### src/rtl/ifu_fetch_pkg.sv
// Shared widths, constants and state encoding for the instruction fetch unit.
package ifu_fetch_pkg;

  localparam int InstBusW     = 32;
  localparam int InstAddrBusW = 32;

  localparam logic [InstBusW-1:0]     ZeroInst       = '0;
  localparam logic [InstAddrBusW-1:0] ZeroInstAddr   = '0;
  localparam logic [InstAddrBusW-1:0] ResetPcDefault = 32'h0000_0000;

  // Instruction bus interface widths
  localparam int IbusDataW = InstBusW;
  localparam int IbusAddrW = InstAddrBusW;

  typedef enum logic [1:0] {
    S_REQ  = 2'd0,  // request on the bus, waiting for grant
    S_WAIT = 2'd1,  // granted, waiting for read data
    S_BUF  = 2'd2   // one response parked in the skid buffer during a stall
  } fetch_state_e;

endpackage

### src/rtl/ifu_skid_buf.sv
// One-entry {inst, addr} holding register used while downstream is stalled.
module ifu_skid_buf
  import ifu_fetch_pkg::*;
#(
  parameter int ADDR_W = InstAddrBusW
) (
  input  logic                clk_i,
  input  logic                rst_i,
  input  logic                wr_en_i,
  input  logic                clr_i,
  input  logic [InstBusW-1:0] inst_i,
  input  logic [ADDR_W-1:0]   addr_i,
  output logic                valid_o,
  output logic [InstBusW-1:0] inst_o,
  output logic [ADDR_W-1:0]   addr_o
);

  logic                valid_q;
  logic [InstBusW-1:0] inst_q;
  logic [ADDR_W-1:0]   addr_q;

  // Clear wins over write; data is only meaningful while valid_q is set.
  always_ff @(posedge clk_i or posedge rst_i) begin
    if (rst_i) begin
      valid_q <= 1'b0;
      inst_q  <= ZeroInst;
      addr_q  <= '0;
    end else if (clr_i) begin
      valid_q <= 1'b0;
    end else if (wr_en_i) begin
      valid_q <= 1'b1;
      inst_q  <= inst_i;
      addr_q  <= addr_i;
    end
  end

  assign valid_o = valid_q;
  assign inst_o  = inst_q;
  assign addr_o  = addr_q;

endmodule

### src/rtl/ifu_fetch.sv
// Instruction fetch unit: keeps the PC, issues one read at a time on the
// instruction bus and feeds the IF/ID register with {inst, addr, valid}.
//
// Bus handshake: ibus_req_o/ibus_addr_o are held stable from assertion until
// the cycle ibus_gnt_i is sampled high; that cycle transfers the request.
// Exactly one read is outstanding after a grant, and its data is returned on
// the single cycle ibus_rvalid_i is high (no earlier than the cycle after gnt).
module ifu_fetch
  import ifu_fetch_pkg::*;
#(
  parameter int                ADDR_W   = InstAddrBusW,
  parameter logic [ADDR_W-1:0] RESET_PC = ADDR_W'(ResetPcDefault)
) (
  input  logic                 clk_i,
  input  logic                 rst_i,
  input  logic                 jump_flag_i,
  input  logic [ADDR_W-1:0]    jump_addr_i,
  input  logic                 hold_i,
  output logic                 ibus_req_o,
  output logic [ADDR_W-1:0]    ibus_addr_o,
  input  logic                 ibus_gnt_i,
  input  logic                 ibus_rvalid_i,
  input  logic [IbusDataW-1:0] ibus_rdata_i,
  output logic [InstBusW-1:0]  inst_o,
  output logic [ADDR_W-1:0]    inst_addr_o,
  output logic                 inst_valid_o
);

  fetch_state_e        state_q, state_d;
  logic [ADDR_W-1:0]   pc_q, pc_d;
  logic [ADDR_W-1:0]   req_addr_q, req_addr_d;
  logic                discard_q, discard_d;
  logic [InstBusW-1:0] inst_q, inst_d;
  logic [ADDR_W-1:0]   inst_addr_q, inst_addr_d;
  logic                valid_q, valid_d;

  logic                buf_wr, buf_clr, buf_valid;
  logic [InstBusW-1:0] buf_inst;
  logic [ADDR_W-1:0]   buf_addr;
  logic [ADDR_W-1:0]   jump_pc;

  assign jump_pc = {jump_addr_i[ADDR_W-1:2], 2'b00};

  ifu_skid_buf #(.ADDR_W(ADDR_W)) u_skid_buf (
    .clk_i   (clk_i),
    .rst_i   (rst_i),
    .wr_en_i (buf_wr),
    .clr_i   (buf_clr),
    .inst_i  (ibus_rdata_i),
    .addr_i  (req_addr_q),
    .valid_o (buf_valid),
    .inst_o  (buf_inst),
    .addr_o  (buf_addr)
  );

  // State and datapath registers.
  always_ff @(posedge clk_i or posedge rst_i) begin
    if (rst_i) begin
      state_q     <= S_REQ;
      pc_q        <= RESET_PC;
      req_addr_q  <= RESET_PC;
      discard_q   <= 1'b0;
      inst_q      <= ZeroInst;
      inst_addr_q <= '0;
      valid_q     <= 1'b0;
    end else begin
      state_q     <= state_d;
      pc_q        <= pc_d;
      req_addr_q  <= req_addr_d;
      discard_q   <= discard_d;
      inst_q      <= inst_d;
      inst_addr_q <= inst_addr_d;
      valid_q     <= valid_d;
    end
  end

  // Next-state, PC, discard and IF/ID output selection; jump beats hold and rvalid.
  always_comb begin
    state_d     = state_q;
    pc_d        = pc_q;
    req_addr_d  = req_addr_q;
    discard_d   = discard_q;
    inst_d      = inst_q;
    inst_addr_d = inst_addr_q;
    valid_d     = valid_q;
    buf_wr      = 1'b0;
    buf_clr     = 1'b0;

    if (jump_flag_i) begin
      pc_d    = jump_pc;
      valid_d = 1'b0;
      inst_d  = ZeroInst;
      buf_clr = 1'b1;
      unique case (state_q)
        S_REQ: begin
          // The pending request still completes; its data must be dropped.
          discard_d = 1'b1;
          if (ibus_gnt_i) state_d = S_WAIT;
        end
        S_WAIT: begin
          if (ibus_rvalid_i) begin
            discard_d = 1'b0;
            state_d   = S_REQ;
          end else begin
            discard_d = 1'b1;
          end
        end
        default: state_d = S_REQ;
      endcase
    end else begin
      // Without a stall the IF/ID register consumes every cycle: bubble by default.
      if (!hold_i) begin
        valid_d = 1'b0;
        inst_d  = ZeroInst;
      end
      unique case (state_q)
        S_REQ: begin
          if (ibus_gnt_i) state_d = S_WAIT;
        end
        S_WAIT: begin
          if (ibus_rvalid_i) begin
            if (discard_q) begin
              discard_d = 1'b0;
              state_d   = S_REQ;
            end else if (!hold_i || !valid_q) begin
              inst_d      = ibus_rdata_i;
              inst_addr_d = req_addr_q;
              valid_d     = 1'b1;
              pc_d        = req_addr_q + ADDR_W'(4);
              state_d     = S_REQ;
            end else begin
              buf_wr  = 1'b1;
              pc_d    = req_addr_q + ADDR_W'(4);
              state_d = S_BUF;
            end
          end
        end
        S_BUF: begin
          if (!hold_i) begin
            inst_d      = buf_inst;
            inst_addr_d = buf_addr;
            valid_d     = buf_valid;
            buf_clr     = 1'b1;
            state_d     = S_REQ;
          end
        end
        default: state_d = S_REQ;
      endcase
    end

    // The request address is captured only when a new request starts.
    if (state_q != S_REQ && state_d == S_REQ) req_addr_d = pc_d;
  end

  assign ibus_req_o   = (state_q == S_REQ) && !rst_i;
  assign ibus_addr_o  = req_addr_q;
  assign inst_o       = inst_q;
  assign inst_addr_o  = inst_addr_q;
  assign inst_valid_o = valid_q;

endmodule

### config.mk
export PLATFORM = sky130hd
export DESIGN_NAME = ifu_fetch
export DESIGN_NICKNAME = d
export VERILOG_FILES = /design/src/rtl/ifu_fetch_pkg.sv /design/src/rtl/ifu_skid_buf.sv /design/src/rtl/ifu_fetch.sv
export SDC_FILE = /design/constraint.sdc
export NUM_CORES = 1
export LEC_CHECK = 0
export CAP_MARGIN = 20
export CORE_UTILIZATION = 45
export DETAILED_ROUTE_END_ITERATION = 8
export PLACE_DENSITY = 0.82
export SLEW_MARGIN = 20
export SYNTH_ARGS = -nofsm -noshare
export SYNTH_HDL_FRONTEND = slang
export SYNTH_SLANG_ARGS = --single-unit
### constraint.sdc
create_clock -name clk_i -period 16.3 [get_ports clk_i]
set_clock_uncertainty 0.15 [all_clocks]
set_input_delay 1.63 -clock clk_i [delete_from_list [all_inputs] [get_ports clk_i]]
set_output_delay 1.63 -clock clk_i [all_outputs]
set_load 0.01 [all_outputs]
==> results of run 1 <==
## cell usage in the layout, fill, tap and decap left out, types with 4 or more instances in the layout
master / instances
a21oi_1: 54
a22o_1: 28
a22oi_1: 33
a31oi_1: 6
and2_1: 4
and3_1: 10
and4_1: 5
buf_4: 8
clkbuf_16: 17
clkdlybuf4s50_1: 164
dfrtp_1: 197
ha_1: 4
inv_1: 13
inv_6: 4
mux2_2: 83
mux2i_1: 35
nand2_1: 142
nand3_1: 15
nand4_1: 7
nor2_1: 21
nor3_1: 8
nor4_1: 12
o21ai_0: 85
o22ai_1: 4
o2bb2ai_1: 7
o31a_1: 8
o31ai_1: 6
or3_1: 5
xnor2_1: 11
## layout make-up
type | count | share of cell area (%)
Clock buffer | 20 | 3.80
Clock inverter | 11 | 1.15
Inverter | 14 | 0.499
Multi-Input combinational cell | 648 | 36.4
Sequential cell | 197 | 41.0
Tap cell | 275 | 2.86
Timing Repair Buffer | 174 | 14.3
## kinds of logic after synthesis
group / count (synthesis) / synth area share [%]
buf+inv: 89 / 3.90
fa+ha+maj: 5 / 0.649
flops: 197 / 51.2
xor+xnor: 14 / 1.27
compound gates: 255 / 16.9
mux: 120 / 13.6
simple gates: 254 / 12.5
## through the flow
| stage | setup slack (ns) | cell area (sq um) | hold WS, ns |
|---|---|---|---|
| 2_1_floorplan | 9.15 | 9630 | 0.329 |
| 3_3_place_gp | 11.16 | 11400 | 0.314 |
| 3_5_place_dp | 11.04 | 11400 | 0.319 |
| 4_1_cts | 11.46 | 12000 | 0.337 |
| 5_1_grt | 11.64 | 12000 | 0.353 |
| 6_report | 11.67 | 12000 | 0.332 |
## layer usage
metal,GRT usage (%),vias to the layer above
met5,0,-
met4,8.20,0
met3,5.34,29
met2,38.7,280
met1,29.1,3883
li1,-,3618
## state kept, by name, summed over array words and instances (netlist names)
signal,cells
u_skid_buf.addr_o,32
u_skid_buf.valid_o,1
state_q,2
inst_o,32
discard_q,1
u_skid_buf.inst_o,32
inst_addr_o,32
pc_q,32
ibus_addr_o,32
inst_valid_o,1
## power by group through the flow
| stage | clock, mW | combinational (mW) | sequential [mW] |
|---|---|---|---|
| final | 0.433 | 0.621 | 0.735 |
| after global routing | 0.459 | 0.679 | 0.751 |
| after CTS | 0.443 | 0.623 | 0.733 |
| after detailed placement | 0 | 0.619 | 0.740 |
| after global placement | 0 | 0.600 | 0.734 |
| after floorplan | 0 | 0.344 | 0.730 |
## critical path: cells and delay by family
family                 cells  cell delay, ns
and+or+nand+nor            1            0.16
buffers and inverters      2            1.06
## how the worst max path moves through the flow
stage	startpoint	depth (start not counted)	slack [ns]	endpoint
3_3_place_gp	hold_i	6	11.16	inst_addr_o[23]
6_report	rst_i	3	11.67	ibus_req_o
2_1_floorplan	rst_i	1	9.15	discard_q
3_5_place_dp	hold_i	6	11.04	inst_addr_o[27]
4_1_cts	hold_i	6	11.46	inst_addr_o[27]
5_1_grt	rst_i	3	11.64	ibus_req_o
==> impl_results.rst, run 1 <==
.. list-table::
   :header-rows: 1

   * - Metric
     - Value
   * - Run status
     - finished, final reports clean
   * - Cell area after technology mapping
     - 0.00963 sq mm
   * - Setup repair after global routing missed its margin
     - no
   * - Die height
     - 148 microns
   * - Final Slew Violations
     - 0
   * - Dpl cells
     - between 1000 and 1500
   * - Static leakage
     - 5.20 nW
   * - Number of buffers added for setup after CTS
     - 0
   * - Proportion of synthesized flip-flops having asynchronous set or reset
     - 100%
   * - Via density
     - 5.83
   * - Register area share after synthesis
     - 51.2%
   * - Hold path startpoint
     - inst_addr_o[23]
   * - Main area contributors after synthesis
     - dfrtp_1 (51%), mux2_2 (9.7%), nand2_1 (5.5%)
   * - N_diodes
     - 0
   * - Tightest Pin Transition
     - about 1.1 ns
   * - Initial Utilization
     - 45.8%
   * - Root buffer cell
     - clkbuf_16
   * - Crit path cell chain
     - clkdlybuf4s50_1, nor2b_1, clkdlybuf4s50_1
   * - Top cell types by occurrence after synthesis
     - dfrtp_1 (197), nand2_1 (142), o21ai_0 (85)
   * - Die W
     - 148 microns
   * - Final-report setup violation count
     - 0
   * - Biggest area consumer among synthesized cells
     - dfrtp_1
   * - Total track usage
     - 23.0%
   * - Half-perimeter wire length of the detailed placement result
     - around 15 mm
   * - Area of the die
     - 0.0220 sq mm
   * - Crit Path Class
     - in2out
   * - Internal Power
     - 1.15 mW
   * - Final core occ
     - 57.2%
   * - Site row count
     - 53
   * - TritonCTS clock tree
     - done
   * - Startpoint type of the worst setup path
     - input port
   * - Clock latency on the worst-skew pair
     - 0.44 ns
   * - Via count of the first global-routing pass
     - 7820
   * - Critical register-to-register path startpoint
     - state_q[0]
   * - H-tree level count
     - 4
   * - Net count after synthesis
     - around 1000
   * - Core Area
     - approximately 0.021 sq mm
   * - Normalized max-slew margin
     - a little over a quarter
   * - Maximum fanout along the worst path
     - 2
   * - Hold Path Stages
     - 2
   * - Nature of the critical path endpoint
     - output pin
   * - Multi-input logic area
     - around 0.0044 sq mm
   * - Number of resized instances in the post-cts repair step
     - 0
   * - Met2 wirelength from detailed routing
     - 12.1 mm
   * - Worst hold endpoint
     - inst_addr_o[23]
   * - Gate Count Post-Synth
     - 934
   * - Net switching power
     - 634 uW
   * - Number of DRC markers in iteration 0
     - 499
   * - Share of final-layout standard cells stronger than drive strength 1
     - 13.3%
   * - Net total in the final layout
     - 1127
   * - Capture instance of the worst register-to-register path
     - ibus_addr_o[30]
   * - Total power density per cell area
     - 149 mW/mm^2
   * - Routed WL
     - between 20 and 25 mm
   * - CP Data Arrival Time
     - about 2.9 ns
   * - Number of primary I/O pins
     - 168
   * - EDFF count, synth
     - 0
   * - Number of iterations in the first detailed-routing pass
     - 5
   * - Area growth from synthesis to layout
     - 24.9%
   * - Number of antenna violations at the first check in global routing
     - 0
   * - Maximum root-to-sink buffer count
     - 2
   * - Routed WL per cell
     - ~19 microns
   * - Number of storage elements in the synthesis netlist
     - 197
   * - R2R depth
     - 7
   * - Maximum number of pins on one net before global-route repair
     - 120
   * - Placer Congestion
     - 0.813
   * - Share of power burned in registers
     - 41.1%
   * - Setup slack, reg-to-reg
     - 12.93 ns
   * - FF+latch area
     - 0.00493 sq mm
   * - Critical Path Slowest Stage Cell
     - clkdlybuf4s50_1
   * - Number of max-cap violations
     - 0
   * - Quantity of hold-fixing buffers added after cts
     - 0
   * - Final-layout fill cell count
     - 1733
   * - Overall power after layout
     - 1.79 mW
   * - CTS Sinks
     - 197
   * - Synth Area per Inst
     - slightly above 10 sq um
   * - IR drop worst, VDD
     - between 0.09 and 0.1 mV
   * - Number of buffers added on ports
     - approximately 170
   * - Number of cells in the finished layout apart from fillers
     - between 1000 and 1500
   * - Maximum clock frequency
     - 216 MHz
   * - Maximum single-stage delay on the critical path
     - approximately 0.55 ns
   * - Min Tclk post-route
     - 4.63 ns
   * - Clock-pin slew on the worst setup and hold paths
     - 0.07 ns
   * - Library cells used by synthesis
     - 63
   * - Switch share
     - around 35%
   * - Final Hold Vio Count
     - 0
   * - Most frequently used cell type in the post-synthesis netlist
     - dfrtp_1
   * - Total congestion overflow
     - 0
   * - DRC errors left
     - 0
   * - Data required time at the worst endpoint
     - 14.52 ns
   * - Residual antenna-violating net count after detailed routing
     - 0
   * - Detailed route wirelength on metal3
     - between 1.5 and 2 mm
   * - Setup tns final
     - 0 ns
   * - Logic gate share of total power
     - 34.7%
   * - Share of power burned in the clock network
     - 24.2%
   * - Inserted Clock Buffers
     - 17
   * - Hold crit path type
     - reg2reg
   * - Highest layer used for signal routing
     - met4
   * - Wire length the detailed router placed on met1
     - roughly 11 mm
   * - Area share of the largest cell type after synthesis
     - 51.2%
   * - Period Utilization, post-route
     - 28.4%
   * - Most common flop cell mapped by yosys
     - dfrtp_1
   * - Total via count in the routed design
     - between 7000 and 8000
   * - Global-route wire length before repair
     - ~40 mm
   * - Library cell appearing most often on the critical path
     - clkdlybuf4s50_1
   * - Synthesis warning total
     - 0
Note: power is estimated with default switching activity, not from simulation.
==> inputs of run 2 (changes only) <==
- clock period: 16.3 -> 4.79 ns (I/O delays scaled with it)
==> run 2 against run 1 <==
Sequential share of layout area down 0.18 points. Wire length grew 2.0%. Hold slack worse by 0.0021 ns. Register-to-register slack worse by 11 ns. Clock power rose to 3.3 times the previous value. Design area up 0.45%. Sequential cell count unchanged. Die area stayed put. Critical path depth grew 4. Combinational power grew to 3.4 times the previous value. First-iteration DRC count shrank 0.20%. Via count increased by 0.95%. Critical path type is now reg2reg.
==> impl_results.rst, run 2 (same netlist as run 1, synthesis figures left out) <==
.. list-table::
   :header-rows: 1

   * - Metric
     - Value
   * - Run status
     - finished, final reports clean
   * - Switch share
     - a little over a third
   * - Final Hold Vio Count
     - 0
   * - Net switching power
     - 2.19 mW
   * - Via density
     - 5.86
   * - Min Tclk post-route
     - 2.93 ns
   * - Number of primary I/O pins
     - 168
   * - DRC errors left
     - 0
   * - TritonCTS clock tree
     - done
   * - Tightest Pin Transition
     - 0.942 ns
   * - Crit Path Class
     - reg2reg
   * - Inserted Clock Buffers
     - 17
   * - Placed Instance Area
     - approximately 0.011 sq mm
   * - R2R depth
     - 7
   * - Hold crit path type
     - reg2reg
   * - Design Area, Final
     - 0.0121 sq mm
   * - Residual antenna-violating net count after detailed routing
     - 0
   * - Global-route wire length before repair
     - 41.0 mm
   * - Site row count
     - 53
   * - Area of the die
     - 0.0220 sq mm
   * - Static leakage
     - 5.22 nW
   * - Die W
     - 148 microns
   * - Internal Power
     - 3.87 mW
   * - Via count of the first global-routing pass
     - 7812
   * - Number of iterations in the first detailed-routing pass
     - 5
   * - Number of buffers added on ports
     - 165
   * - Half-perimeter wire length of the detailed placement result
     - ~16 mm
   * - IR drop worst, VDD
     - 0.311 mV
   * - H-tree level count
     - 4
   * - Capture instance of the worst register-to-register path
     - ibus_addr_o[25]
   * - Share of power burned in registers
     - 41.2%
   * - Most common library cell in the layout ignoring fill and taps
     - dfrtp_1
   * - Area growth from synthesis to layout
     - 25.4%
   * - Critical Path Slowest Stage Cell
     - or3_1
   * - CTS Sinks
     - 197
   * - Hold path startpoint
     - inst_addr_o[0]
   * - Core Area
     - roughly 0.021 sq mm
   * - Final-report setup violation count
     - 0
   * - CP Data Arrival Time
     - ~3.1 ns
   * - N_diodes
     - 0
   * - Number of max-cap violations
     - 0
   * - Maximum clock frequency
     - 341 MHz
   * - Setup slack, reg-to-reg
     - 1.86 ns
   * - Quantity of hold-fixing buffers added after cts
     - 0
   * - Hold Path Stages
     - 2
   * - Share of final-layout standard cells stronger than drive strength 1
     - 13.8%
   * - Die height
     - roughly 150 microns
   * - Root buffer cell
     - clkbuf_16
   * - Number of buffers added for setup after CTS
     - 0
   * - Final Slew Violations
     - 0
   * - Maximum number of pins on one net before global-route repair
     - 115
   * - Number of antenna violations at the first check in global routing
     - 0
   * - Normalized max-slew margin
     - 37.1%
   * - Number of resized instances in the post-cts repair step
     - 0
   * - Final-layout fill cell count
     - 1784
   * - Total via count in the routed design
     - 7884
   * - Placer Congestion
     - approximately 0.77
   * - Maximum root-to-sink buffer count
     - 2
   * - Period Utilization, post-route
     - 61.2%
   * - Routed WL
     - 25.3 mm
   * - Share of power burned in the clock network
     - 23.7%
   * - Most used cells in the layout excluding fill and tap cells
     - dfrtp_1 (197), clkdlybuf4s50_1 (164), nand2_1 (142), o21ai_0 (85), mux2_2 (83)
   * - Worst hold slack after final layout
     - 0.329 ns
   * - Startpoint type of the worst setup path
     - register
   * - Number of DRC markers in iteration 0
     - between 400 and 500
   * - Maximum fanout along the worst path
     - 26
   * - Routed WL per cell
     - 18.8 microns
   * - Maximum single-stage delay on the critical path
     - 0.60 ns
   * - Clock-pin slew on the worst setup and hold paths
     - 0.08 ns
   * - Data required time at the worst endpoint
     - 4.97 ns
   * - Nature of the critical path endpoint
     - register
   * - Setup tns final
     - 0 ns
   * - Setup repair after global routing missed its margin
     - no
   * - Worst hold endpoint
     - inst_addr_o[0]
   * - Crit path cell chain
     - inv_1, ha_4, nand3b_1, a221oi_1, or3_1, a21oi_1, o22a_1
   * - Logic gate share of total power
     - 35.1%
   * - Clock latency on the worst-skew pair
     - 0.44 ns
   * - Total track usage
     - 23.6%
   * - Total congestion overflow
     - 0
   * - Total power density per cell area
     - between 500 and 600 mW/mm^2
   * - Critical register-to-register path startpoint
     - state_q[0]
   * - Initial Utilization
     - 45.8%
   * - Net total in the final layout
     - 1134
## run 2: layer usage
layer | GRT usage, % | part of all wire [%]
met3 | 6.10 | 7.8
met5 | 0 | 0
met2 | 39.4 | 48
met4 | 5.52 | 0.77
met1 | 30.7 | 43
## run 2: area by class of cell
class / instances / area (sq um) / share of cell area, %
Sequential cell: 197 / 4930 / 40.8
Multi-Input combinational cell: 648 / 4370 / 36.1
Timing Repair Buffer: 181 / 1800 / 14.9
Clock buffer: 17 / 425 / 3.52
Tap cell: 275 / 344 / 2.85
Clock inverter: 14 / 161 / 1.34
Inverter: 14 / 56.3 / 0.466
## run 2: worst max-delay path by stage
stage	from	end	slack, ns	depth (start not counted)
6_report	state_q[0]	ibus_addr_o[25]	1.86	7
5_1_grt	state_q[0]	ibus_addr_o[25]	1.68	7
4_1_cts	state_q[1]	u_skid_buf.inst_o[11]	1.72	5
3_5_place_dp	hold_i	inst_addr_o[12]	1.54	7
3_3_place_gp	hold_i	ibus_addr_o[25]	1.62	6
2_1_floorplan	rst_i	discard_q	1.61	1
## run 2: critical path, delay by kind of cell (launching register included)
family,cells,cell delay (ns)
and+or+nand+nor,2,0.80
AOI/OAI and AO/OA,3,0.80
adders and majority gates,1,0.51
DFF,1,0.42
buffers and inverters,1,0.16
## run 2: power by group through the flow
stage	sequential, mW	clock (mW)	combinational (mW)
after floorplan	2.49	0	1.17
after global placement	2.50	0	2.05
after detailed placement	2.52	0	2.11
after CTS	2.50	1.48	2.13
after global routing	2.56	1.54	2.32
final	2.50	1.44	2.13
## run 2: metrics by stage
step	setup slack [ns]	total power [mW]	instances	utilization [%]
after floorplan	1.61	3.66	934	-
after global placement	1.62	4.55	1313	54.5
after detailed placement	1.54	4.63	1313	54.5
after CTS	1.72	6.10	1344	57.3
after global routing	1.68	6.42	1346	57.5
final	1.86	6.06	1346	57.5
==> RTL edit: new RTL, config.mk and constraints of run 2 <==
`InstBusW`: 32 -> 64.
--- a/src/rtl/ifu_fetch_pkg.sv
+++ b/src/rtl/ifu_fetch_pkg.sv
@@ -1,7 +1,7 @@
 // Shared widths, constants and state encoding for the instruction fetch unit.
 package ifu_fetch_pkg;
 
-  localparam int InstBusW     = 32;
+  localparam int InstBusW     = 64;
   localparam int InstAddrBusW = 32;
 
   localparam logic [InstBusW-1:0]     ZeroInst       = '0;
Interface: changed (resized ibus_rdata_i and inst_o); port bits go from 168 to 232. No check against the original RTL was run, so the function may have changed too.
==> RTL edit against run 2 <==
- final cell count grew 36%
- clock power is 65% higher
- first-iteration DRC count grew 64%
- sequential cell count grew 64
- total power up 37%
- final area rose by 36%
- routed wire length rose by 40%
- hold slack worse by 0.0055 ns
- setup slack got worse by 0.21 ns
- synthesized area increased by 33%
- largest power group unchanged
==> RTL edit: results (changes against run 2) <==
Placement
  • Final GP Congestion: 0.758 (-1.1%)
  • Placed wire-length estimate: 21,500 um (+37%)
  • Port bufs: 229 (+39%)
  • Post-DP Area: 15,400 sq um (+34%)

Status
  • Status: finished clean

Finish
  • Fin nets: 1,539 (+36%)
  • Finished Core Util: 58.8% (+1.4 points)
  • # fillers: 2,289 (+28%)

GRT
  • Initial antenna violation count: 4 (+4)
  • Pin count of the biggest net entering global routing: 116 (+0.87%)
  • Total GRT Usage: 24.1% (+0.46 points)
  • First-pass GRT wire length: 56,600 um (+38%)

Logic synthesis
  • Yosys cell types: 56 (-11%)
  • Commonest cells in the netlist: 261 x dfrtp_1, 175 x nand2_1, 120 x a21oi_1, 113 x mux2_2, 83 x clkbuf_1
  • Mapped Nets: 1,371 (+36%)

Clock network
  • Htree depth: 1 (-3)
  • CTS max path bufs: 3 (+1)
  • Clock slew seen by the registers of the worst setup and hold paths: 0.06 ns (-0.02 ns)
  • Clk Latency, worst-skew pair: 0.56 ns (+0.12 ns)

Power and ir drop
  • Maximum VDD drop: 0.364 mV (+17%)

Timing
  • Relative slew slack: 38.7% (+1.6 points)
  • Post-layout min period: 3.14 ns (+0.206 ns)

Worst setup path
  • Critical path arrival: 3.43 ns (+0.31 ns)
  • Worst Path Max Fanout: 18 (-31%)
  • Reg-to-Reg Start: state_q[1]
  • Crit-path max cell delay: 0.73 ns (+0.13 ns)
  • CP max stage cell: nand3b_1

Routing
  • Final WL: 35,400 um (+40%)
  • DRT iter0 DRCs: 819 (+64%)
RTL edit: changes by cell type after synthesis, sizes merged, moves of 10 or more:
cell    delta
a22o      +31
mux2      +28
nand2     +33
nand3     -10
dfrtp     +64
clkbuf    +42
a21oi     +66
nor2      +51
a22oi     +33
RTL edit: metrics by stage:
stage               hold WS, ns  cells
floorplan                 0.330   1264
global placement          0.335   1779
detailed placement        0.328   1779
CTS                       0.307   1833
global route              0.342   1833
finish                    0.324   1835
RTL edit: area by class of cell:
class                   instances  area share [%]
clock inverters                12            1.10
repair buffers                246            14.9
diodes                          2          0.0305
inverters                      12           0.298
multi-input cells             882            35.8
flip-flops and latches        261            39.8
well taps                     378            2.89
clock buffers                  42            5.21
RTL edit: final timing paths:
path	to	cells past startpoint
max	ibus_addr_o[11]	7
min	pc_q[15]	3
max reg2reg	ibus_addr_o[11]	7
min reg2reg	inst_o[59]	1
max in group asynchronous	inst_o[19]	3
min in group asynchronous	u_skid_buf.inst_o[7]	3
RTL edit: layer usage:
metal / global-route usage [%] / part of all wire (%) / vias up / wire (um)
li1: - / - / 4912 / -
met3: 7.12 / 9.1 / 61 / 3230
met4: 6.35 / 2.2 / 4 / 769
met2: 41.9 / 49 / 376 / 17200
met5: 0 / 0.076 / - / 27
met1: 28.9 / 40 / 5335 / 14200
RTL edit: kinds of logic after synthesis:
family	after synthesis	share of synthesized area, %
muxes	150	12.8
DFF	261	51.1
and+or+nand+nor	326	11.4
adders and majority gates	5	0.489
AOI/OAI and AO/OA	389	19.7
xor gates and xnor gates	12	0.822
buffers and inverters	121	3.67
RTL edit: report_power, final:
group	switching, mW	internal [mW]
registers	0.542	2.69
logic	1.36	1.30
clock network	0.926	1.46
